### config.mk
export PLATFORM = sky130hd
export DESIGN_NAME = key_debounce_bank
export DESIGN_NICKNAME = d
export VERILOG_FILES = /design/src/rtl/key_pkg.sv /design/src/rtl/key_debounce_fsm.sv /design/src/rtl/key_debounce_bank.sv
export SDC_FILE = /design/constraint.sdc
export NUM_CORES = 1
export LEC_CHECK = 0
export BUFFER_PORTS_ARGS = -buffer_cell sky130_fd_sc_hd__buf_2
export CAP_MARGIN = 15
export CORE_AREA = 2 2 93 95
export DETAILED_ROUTE_END_ITERATION = 10
export DIE_AREA = 0 0 95 97
export PLACE_DENSITY = 0.47
export SETUP_SLACK_MARGIN = 0.15
export SLEW_MARGIN = 20
export SYNTH_ARGS = -nofsm -noshare
export SYNTH_HDL_FRONTEND = slang
export SYNTH_SLANG_ARGS = --single-unit
### constraint.sdc
create_clock -name clk -period 3 [get_ports clk]
set_input_delay 0.6 -clock clk [delete_from_list [all_inputs] [get_ports clk]]
set_output_delay 0.6 -clock clk [all_outputs]
set_load 0.1 [all_outputs]
### src/rtl/key_pkg.sv
// key_pkg: shared FSM state encoding and default timing constants for the
// key debounce bank.
package key_pkg;

   typedef enum logic [1:0] {
      IDLE        = 2'd0,
      PRESS_CHK   = 2'd1,
      PRESSED     = 2'd2,
      RELEASE_CHK = 2'd3
   } key_state_t;

   // Consecutive scan ticks needed before a level change is believed.
   localparam int STABLE_N_DEF = 20;
   // Scan ticks held in PRESSED before a long-press pulse.
   localparam int LONG_N_DEF   = 1000;

endpackage

### src/rtl/key_debounce_fsm.sv
// key_debounce_fsm: one key of the debounce bank. Synchronises the raw
// active-low key, runs the four-state debounce FSM on scan ticks and
// registers the clean level plus press/release pulses.
// Optional long-press detection is built when KEY_LONG_PRESS_EN is defined.
module key_debounce_fsm
   import key_pkg::*;
#(
   parameter int STABLE_N = STABLE_N_DEF,
   parameter int CNT_W    = 5,
   parameter int LONG_N   = LONG_N_DEF,
   parameter int LONG_W   = 10
) (
   input  logic clk,
   input  logic rst_n,
   input  logic tick_i,
   input  logic key_n_i,
   output logic level_o,
   output logic press_o,
   output logic release_o,
   output logic long_o
);

   localparam logic [CNT_W-1:0] CNT_ONE  = CNT_W'(1);
   localparam logic [CNT_W-1:0] CNT_LAST = CNT_W'(STABLE_N - 1);

   // Refuse to elaborate with counters too narrow for the requested thresholds.
   if (STABLE_N < 2 || STABLE_N >= (1 << CNT_W)) begin : g_bad_stable_n
      $error("key_debounce_fsm: STABLE_N does not fit in CNT_W bits");
   end
   if (LONG_N < 1 || LONG_N >= (1 << LONG_W)) begin : g_bad_long_n
      $error("key_debounce_fsm: LONG_N does not fit in LONG_W bits");
   end

   logic       sync1_q;
   logic       sync2_q;
   logic       kp;
   key_state_t state_q;
   logic [CNT_W-1:0] cnt_q;
   logic       level_q;
   logic       press_q;
   logic       release_q;

   // Two-flop synchroniser for the raw key; idles at "released".
   always_ff @(posedge clk or negedge rst_n) begin
      if (!rst_n) begin
         sync1_q <= 1'b1;
         sync2_q <= 1'b1;
      end else begin
         sync1_q <= key_n_i;
         sync2_q <= sync1_q;
      end
   end

   assign kp = ~sync2_q;

   // Debounce FSM: moves only on scan ticks, pulses are one clk wide.
   always_ff @(posedge clk or negedge rst_n) begin
      if (!rst_n) begin
         state_q   <= IDLE;
         cnt_q     <= '0;
         level_q   <= 1'b0;
         press_q   <= 1'b0;
         release_q <= 1'b0;
      end else begin
         press_q   <= 1'b0;
         release_q <= 1'b0;
         if (tick_i) begin
            case (state_q)
               IDLE: begin
                  if (kp) begin
                     state_q <= PRESS_CHK;
                     cnt_q   <= CNT_ONE;
                  end
               end
               PRESS_CHK: begin
                  if (!kp) begin
                     state_q <= IDLE;
                     cnt_q   <= '0;
                  end else if (cnt_q == CNT_LAST) begin
                     state_q <= PRESSED;
                     cnt_q   <= '0;
                     level_q <= 1'b1;
                     press_q <= 1'b1;
                  end else begin
                     cnt_q <= cnt_q + CNT_ONE;
                  end
               end
               PRESSED: begin
                  if (!kp) begin
                     state_q <= RELEASE_CHK;
                     cnt_q   <= CNT_ONE;
                  end
               end
               RELEASE_CHK: begin
                  if (kp) begin
                     state_q <= PRESSED;
                     cnt_q   <= '0;
                  end else if (cnt_q == CNT_LAST) begin
                     state_q   <= IDLE;
                     cnt_q     <= '0;
                     level_q   <= 1'b0;
                     release_q <= 1'b1;
                  end else begin
                     cnt_q <= cnt_q + CNT_ONE;
                  end
               end
               default: begin
                  state_q <= IDLE;
                  cnt_q   <= '0;
               end
            endcase
         end
      end
   end

   assign level_o   = level_q;
   assign press_o   = press_q;
   assign release_o = release_q;

`ifdef KEY_LONG_PRESS_EN
   localparam logic [LONG_W-1:0] LONG_ONE = LONG_W'(1);
   localparam logic [LONG_W-1:0] LONG_MAX = LONG_W'(LONG_N);
   localparam logic [LONG_W-1:0] LONG_PRE = LONG_W'(LONG_N - 1);

   logic [LONG_W-1:0] long_cnt_q;
   logic              long_q;

   // Hold-time counter: cleared on accepted press or release, counts ticks
   // spent steadily in PRESSED, frozen in RELEASE_CHK, saturates at LONG_N.
   always_ff @(posedge clk or negedge rst_n) begin
      if (!rst_n) begin
         long_cnt_q <= '0;
         long_q     <= 1'b0;
      end else begin
         long_q <= 1'b0;
         if (tick_i) begin
            if (state_q == PRESS_CHK && kp && cnt_q == CNT_LAST) begin
               long_cnt_q <= '0;
            end else if (state_q == RELEASE_CHK && !kp && cnt_q == CNT_LAST) begin
               long_cnt_q <= '0;
            end else if (state_q == PRESSED && kp && long_cnt_q != LONG_MAX) begin
               long_cnt_q <= long_cnt_q + LONG_ONE;
               if (long_cnt_q == LONG_PRE) begin
                  long_q <= 1'b1;
               end
            end
         end
      end
   end

   assign long_o = long_q;
`else
   assign long_o = 1'b0;
`endif

endmodule

### src/rtl/key_debounce_bank.sv
// key_debounce_bank: debounces KEY_N active-low push buttons. The upstream
// divider's clk_div is treated as data, synchronised and edge-detected into
// a one-clk scan tick shared by every per-key FSM.
// Define KEY_LONG_PRESS_EN to build the per-key long-press pulse logic.
module key_debounce_bank
   import key_pkg::*;
#(
   parameter int KEY_N    = 4,
   parameter int STABLE_N = STABLE_N_DEF,
   parameter int CNT_W    = 5,
   parameter int LONG_N   = LONG_N_DEF,
   parameter int LONG_W   = 10
) (
   input  logic             clk,
   input  logic             rst_n,
   input  logic             clk_div,
   input  logic [KEY_N-1:0] key_n,
   output logic [KEY_N-1:0] key_level,
   output logic [KEY_N-1:0] key_press,
   output logic [KEY_N-1:0] key_release,
   output logic [KEY_N-1:0] key_long
);

   logic s1_q;
   logic s2_q;
   logic s3_q;
   logic tick_d;
   logic tick_q;

   assign tick_d = s2_q & ~s3_q;

   // Synchronise clk_div and register a single-clk pulse on each rising edge.
   always_ff @(posedge clk or negedge rst_n) begin
      if (!rst_n) begin
         s1_q   <= 1'b0;
         s2_q   <= 1'b0;
         s3_q   <= 1'b0;
         tick_q <= 1'b0;
      end else begin
         s1_q   <= clk_div;
         s2_q   <= s1_q;
         s3_q   <= s2_q;
         tick_q <= tick_d;
      end
   end

   for (genvar gi = 0; gi < KEY_N; gi++) begin : g_key
      key_debounce_fsm #(
         .STABLE_N (STABLE_N),
         .CNT_W    (CNT_W),
         .LONG_N   (LONG_N),
         .LONG_W   (LONG_W)
      ) u_fsm (
         .clk       (clk),
         .rst_n     (rst_n),
         .tick_i    (tick_q),
         .key_n_i   (key_n[gi]),
         .level_o   (key_level[gi]),
         .press_o   (key_press[gi]),
         .release_o (key_release[gi]),
         .long_o    (key_long[gi])
      );
   end

endmodule

; ---- Word level (Yosys, flattened, before mapping)
; Index checks and enable logic that the tools add are counted.
[op_classes]
addsub = 4
eq_ne = 48
mux = 100
n_bitwise = 2
n_reduce_logical = 20
[ops]
columns = op, count
row1 = 5-bit 2-to-1 mux, 20
row2 = 5-bit case mux with 4 select lines, 4
row3 = 2-bit 2-to-1 mux, 24
row4 = 1-bit 2-to-1 mux, 44
row5 = "2-bit by 1-bit != test with 1-bit output, second input constant", 16
row6 = 2-bit case mux with 4 select lines, 4
row7 = 6-bit AND reduction, 4
row8 = "5-bit by 1-bit adder with 5-bit output, second input constant", 4
row9 = "5-bit equality test, second input constant", 4
row10 = 5-bit AND reduction, 4
row11 = "2-bit equality test, second input constant", 8
row12 = "2-bit != test, second input constant", 8
row13 = "3-bit by 1-bit != test with 1-bit output, second input constant", 4
row14 = "3-bit != test, second input constant", 4
row15 = 3-bit AND reduction, 4
row16 = "2-bit by 1-bit equality test with 1-bit output, second input constant", 4
row17 = 2-bit zero test, 4
row18 = 1-bit case mux with 2 select lines, 4
row19 = 2-bit nonzero test, 4
row20 = 1-bit AND, 1
row21 = 1-bit NOT, 1
[totals]
reg_bits = 52
in_bits = 7
output_inout_bits = 16
elab_cells = 206

; ---- Logic depth before layout (Yosys ltp)
[logic_depth]
ltp_word = 5
ltp_mapped = 5
mapped_depth_nobuf = 4

; ---- Modules after synthesis
; A second synthesis with hierarchy kept.
[unflattened]
cells_unflattened = 213
hier_area_um2 = 2446.1
[modules_own_cells]
columns = mod, n_inst, cells_per_inst, area_each_um2, seq_area_each_um2
row1 = key_debounce_fsm, 4, 52, 583.1, 302.8
row2 = key_debounce_bank, 1, 5, 113.9, 100.1

; ---- Worst setup path after synthesis
; Ideal clock, no wire load.
[synth_timing]
kind = register to register
from = register g_key[0].u_fsm.cnt_q[0]
to = register g_key[0].u_fsm.level_q
arrival_time_ps = 1365
path_slack_ps = 1532
stages_incl_launch_ff = 5
path_buffers = 0
synth_period_minus_slack_ps = 1468
cell_sequence = dfrtp_1 ha_1 nand3b_1 or4_4 o311ai_1
[synth_via]
elab_chain_len = 3
elab_cells_between_ends = 4
classes_between = eq/ne (3) / reduce/logical (1)
[synth_lines]
columns = item, line_no
row1 = "start, declared", key_debounce_fsm.sv:38  ; logic [CNT_W-1:0] cnt_q;
row2 = "start signal, assigned", key_debounce_fsm.sv:85  ; cnt_q <= cnt_q + CNT_ONE;
row3 = "start signal, assigned", key_debounce_fsm.sv:104  ; cnt_q <= cnt_q + CNT_ONE;
row4 = 5-bit equality test (*), "key_debounce_fsm.sv:79, key_debounce_fsm.sv:98"
row5 = 2-bit by 1-bit != test with 1-bit output (no line), n/a
row6 = 6-bit AND reduction (no line) (*), n/a
row7 = "end signal, assigned", key_debounce_fsm.sv:61  ; level_q <= 1'b0;
row8 = "end signal, assigned", key_debounce_fsm.sv:82  ; level_q <= 1'b1;
row9 = "end signal, assigned", key_debounce_fsm.sv:101  ; level_q <= 1'b0;
row10 = "end, declared", key_debounce_fsm.sv:39  ; logic level_q;
; Every way passes the cells marked *; elsewhere a longest branch is shown, timed or not.
; A chain may end at the register's enable or synchronous reset.

; ---- Worst setup path after layout
[layout_timing]
from = register tick_q
to = register g_key[3].u_fsm.level_q
[layout_via]
elab_chain_len = 1
[layout_lines]
columns = item, line_no
row1 = "start, declared", key_debounce_bank.sv:28  ; logic tick_q;
row2 = "start signal, assigned", key_debounce_bank.sv:43  ; tick_q <= tick_d;
row3 = 6-bit AND reduction (no line), n/a
row4 = "end signal, assigned", key_debounce_fsm.sv:61
row5 = "end signal, assigned", key_debounce_fsm.sv:82
row6 = "end signal, assigned", key_debounce_fsm.sv:101
row7 = "end, declared", key_debounce_fsm.sv:39
; Every way passes these cells.

==> qor.yml <==
setup_path:
  cp.arrival_ps: 2000
  cp.required_ps: 3200
  crit_path_start_kind: "register"
  crit_path_top_delay_cell: "dfrtp_1"
  cp_slowest_stage_delay_ps: 700
  cp_num_buf_inv: 1
  crit_chain: "buf_4 -> and3b_1 -> nand3_1 -> o311ai_0"
  crit_path_max_fanout: 20
  cp_top_family: "flip-flops"
  worstSetupPathType: "reg2reg"
  crit_path_end_kind: "register"
yosys:
  async_reset_ff_frac: 1.000
  netlist_instances: 225
  synth_top_cell_by_area: "dfrtp_1"
  synth.top_cell.area_share: 0.4469
  syn_area_mm2: 0.002464
  synth_area_leaders: "dfrtp_1 (45%), dfstp_2 (8.5%), o2bb2ai_1 (5.3%)"
  synth_top_flop_cell: "dfrtp_1"
  ys.warnings.count: 0
  ys_seq_area_frac: 0.5322
  synth_edf_count: 0
  postSynthRegisterBits: 52
  synth_area_per_cell_um2: 10.95
  synthDistinctLibCells: 35
timing:
  worst_clock_skew_ps: 9.692
  worstMarginPinSlew_ps: 553.9
  setup_viol: 0
  hold_slack_ps: 270.2
  fin_crit_sh: 0.5985
  fmax_mhz: 557.0
  maxSlewHeadroom: 0.6307
  slew_violations: 0
  rsz0062_at_grt: "no"
  hold_violations: 0
  tns_ps: 0
  period_minus_slack_ps: 1795
floorplan:
  fp-row-count: 33
  start_util: 0.3029
  core-area_mm2: 0.008134
  dieArea_mm2: 0.009215
  pin_count: 23
  fp.dieH_um: 97
  die_w_um: 95
placement:
  place_area_mm2: 0.002587
  place.gp.congestion: 0.7460
  numPortBuffers: 18
  post-dp-hpwl_um: 2651
power:
  p_per_area_mw_per_mm2: 583.7
  switching_power_w: 0.0004476
  p_int_w: 0.001128
  power_w: 0.001575
  pwr-share-clk: 0.309
  p_sw_frac: 0.2842
  ir_drop_mv: 0.2018
  combPwrFrac: 0.140
  p_leak_nw: 1.215
  pwr-share-seq: 0.551
grt:
  grt_max_degree: 53
  antenna_found_initial: 0
  overflow: 0
  grt_pass1_vias: 1566
  grt_pass1_wl_um: 7189
  grt.total_usage: 0.09750
status:
  outcome: "complete, no violations"
worst_hold_path:
  hold_path.class: "in2async"
finish:
  area_growth_pct: 9.548
  antennaDiodeCount: 0
  drive_gt1_frac: 0.1610
  seq_area_mm2: 0.001311
  final_nets: 246
  multi_input_area_um2: 974.7
  fin_area_mm2: 0.002699
  nFillCells: 815
clock_network:
  clkSinkCount: 52
  cts_max_level: 2
  cts_tree: "done"
  cts_buffers: 5
  clkSlewWorstSetupHoldPaths_ps: 100
  cts_hold_buf: 0
  cts_resized: 0
  clkLatencyLatePin_ps: 310
  post-cts-setup-buffers: 0
  clockBufferDepth: 2
  ctsRootBufferMaster: "clkbuf_8"
route:
  drt_iter0_drc: 87
  vias: 1583
  dr.pass1.iters: 4
  routedWlPerCell_um: 11.75
  finalWirelength_um: 4008
  vias_per_cell: 4.642
  drcViolationCount: 0
  ant_nets: 0
flow_run:
  maxCapViolCount: 0
[Yosys cell counts (all sizes together), types with 6 or more instances]
cell / number
dfrtp: 44
buf: 16
nand2: 16
o2bb2ai: 15
inv: 14
nand3: 14
nor2b: 13
mux2i: 12
o21ai: 12
a21oi: 11
dfstp: 8
nor3: 6
[path summary, 6_finish.rpt]
check	cells after the start	endpoint	slack [ps]	start
max	4	g_key[3].u_fsm.level_o$_DFFE_PN0P_	1200	tick_q$_DFF_PN0_
min	2	g_key[3].u_fsm.state_q[0]$_DFFE_PN0P_	270	rst_n
max reg2reg	4	g_key[3].u_fsm.level_o$_DFFE_PN0P_	1200	tick_q$_DFF_PN0_
min reg2reg	0	g_key[0].u_fsm.sync2_q$_DFF_PN1_	360	g_key[0].u_fsm.sync1_q$_DFF_PN1_
max in group asynchronous	2	g_key[2].u_fsm.sync2_q$_DFF_PN1_	2440	rst_n
min in group clk	0	g_key[0].u_fsm.sync2_q$_DFF_PN1_	360	g_key[0].u_fsm.sync1_q$_DFF_PN1_
[stage by stage]
stage                     cells  utilization  setup slack, ps
after floorplan             228            -             1532
after detailed placement    333       0.3181             1211
after CTS                   341       0.3318             1194
after global routing        341       0.3318            987.4
after global placement      333       0.3181             1247
final                       341       0.3318             1205
[cell type report]
type | instances | share of cell area
Clock buffer | 5 | 0.02550
Clock inverter | 3 | 0.01576
Tap cell | 105 | 0.04868
Timing Repair Buffer | 20 | 0.04358
Multi-Input combinational cell | 142 | 0.3611
Sequential cell | 52 | 0.4859
Inverter | 14 | 0.01947
[state kept, by name, summed over array words and instances, names as in the netlist, named ones only]
| signal | cells |
|---|---|
| g_key.u_fsm.release_o | 4 |
| s1_q | 1 |
| s2_q | 1 |
| g_key.u_fsm.state_q | 4 |
| g_key.u_fsm.cnt_q | 20 |
| g_key.u_fsm.sync1_q | 4 |
| g_key.u_fsm.level_o | 4 |
| s3_q | 1 |
| g_key.u_fsm.sync2_q | 4 |
| tick_q | 1 |
| g_key.u_fsm.press_o | 4 |
[per-layer routing]
layer,GRT usage,vias up,part of all wire
li1,-,809,-
met1,0.1316,742,0.51
met2,0.1457,25,0.44
met3,0.03037,7,0.038
met4,0.03679,0,0.017
met5,0,-,0
[power groups by stage]
stage | combinational (W) | clock [W] | sequential [W]
finish | 0.000220 | 0.000487 | 0.000868
global route | 0.000254 | 0.000544 | 0.000886
CTS | 0.000225 | 0.000510 | 0.000868
detailed placement | 0.000226 | 0 | 0.000880
global placement | 0.000221 | 0 | 0.000879
floorplan | 0.000185 | 0 | 0.000854
[cells in the final DEF (no fill, tap or decap), types with 2 or more instances in the layout]
cell,instances
a21oi_1,11
a41o_1,2
and3b_1,3
buf_2,18
clkbuf_8,5
conb_1,4
dfrtp_1,44
dfstp_2,8
ha_1,4
inv_1,14
mux2i_1,12
nand2_1,16
nand2b_1,2
nand3_1,14
nand4bb_1,4
nor2_1,2
nor2b_1,13
nor3_1,6
o211ai_1,4
o21ai_0,12
o2bb2ai_1,15
o311ai_0,3
xnor2_1,4
[worst register-to-register path: stages, from the launching register on]
cell	delay [ps]
dfrtp_1	700
buf_4	310
and3b_1	220
nand3_1	150
o311ai_0	310
[cells by family after synthesis]
logic type | share of synthesized area
simple gates | 0.1574
mux | 0.04876
other cells | 0.001522
buf+inv | 0.07669
fa+ha+maj | 0.02032
xor+xnor | 0.01422
compound gates | 0.1488
flops | 0.5323
No activity file was read; power rests on OpenSTA's default activity.
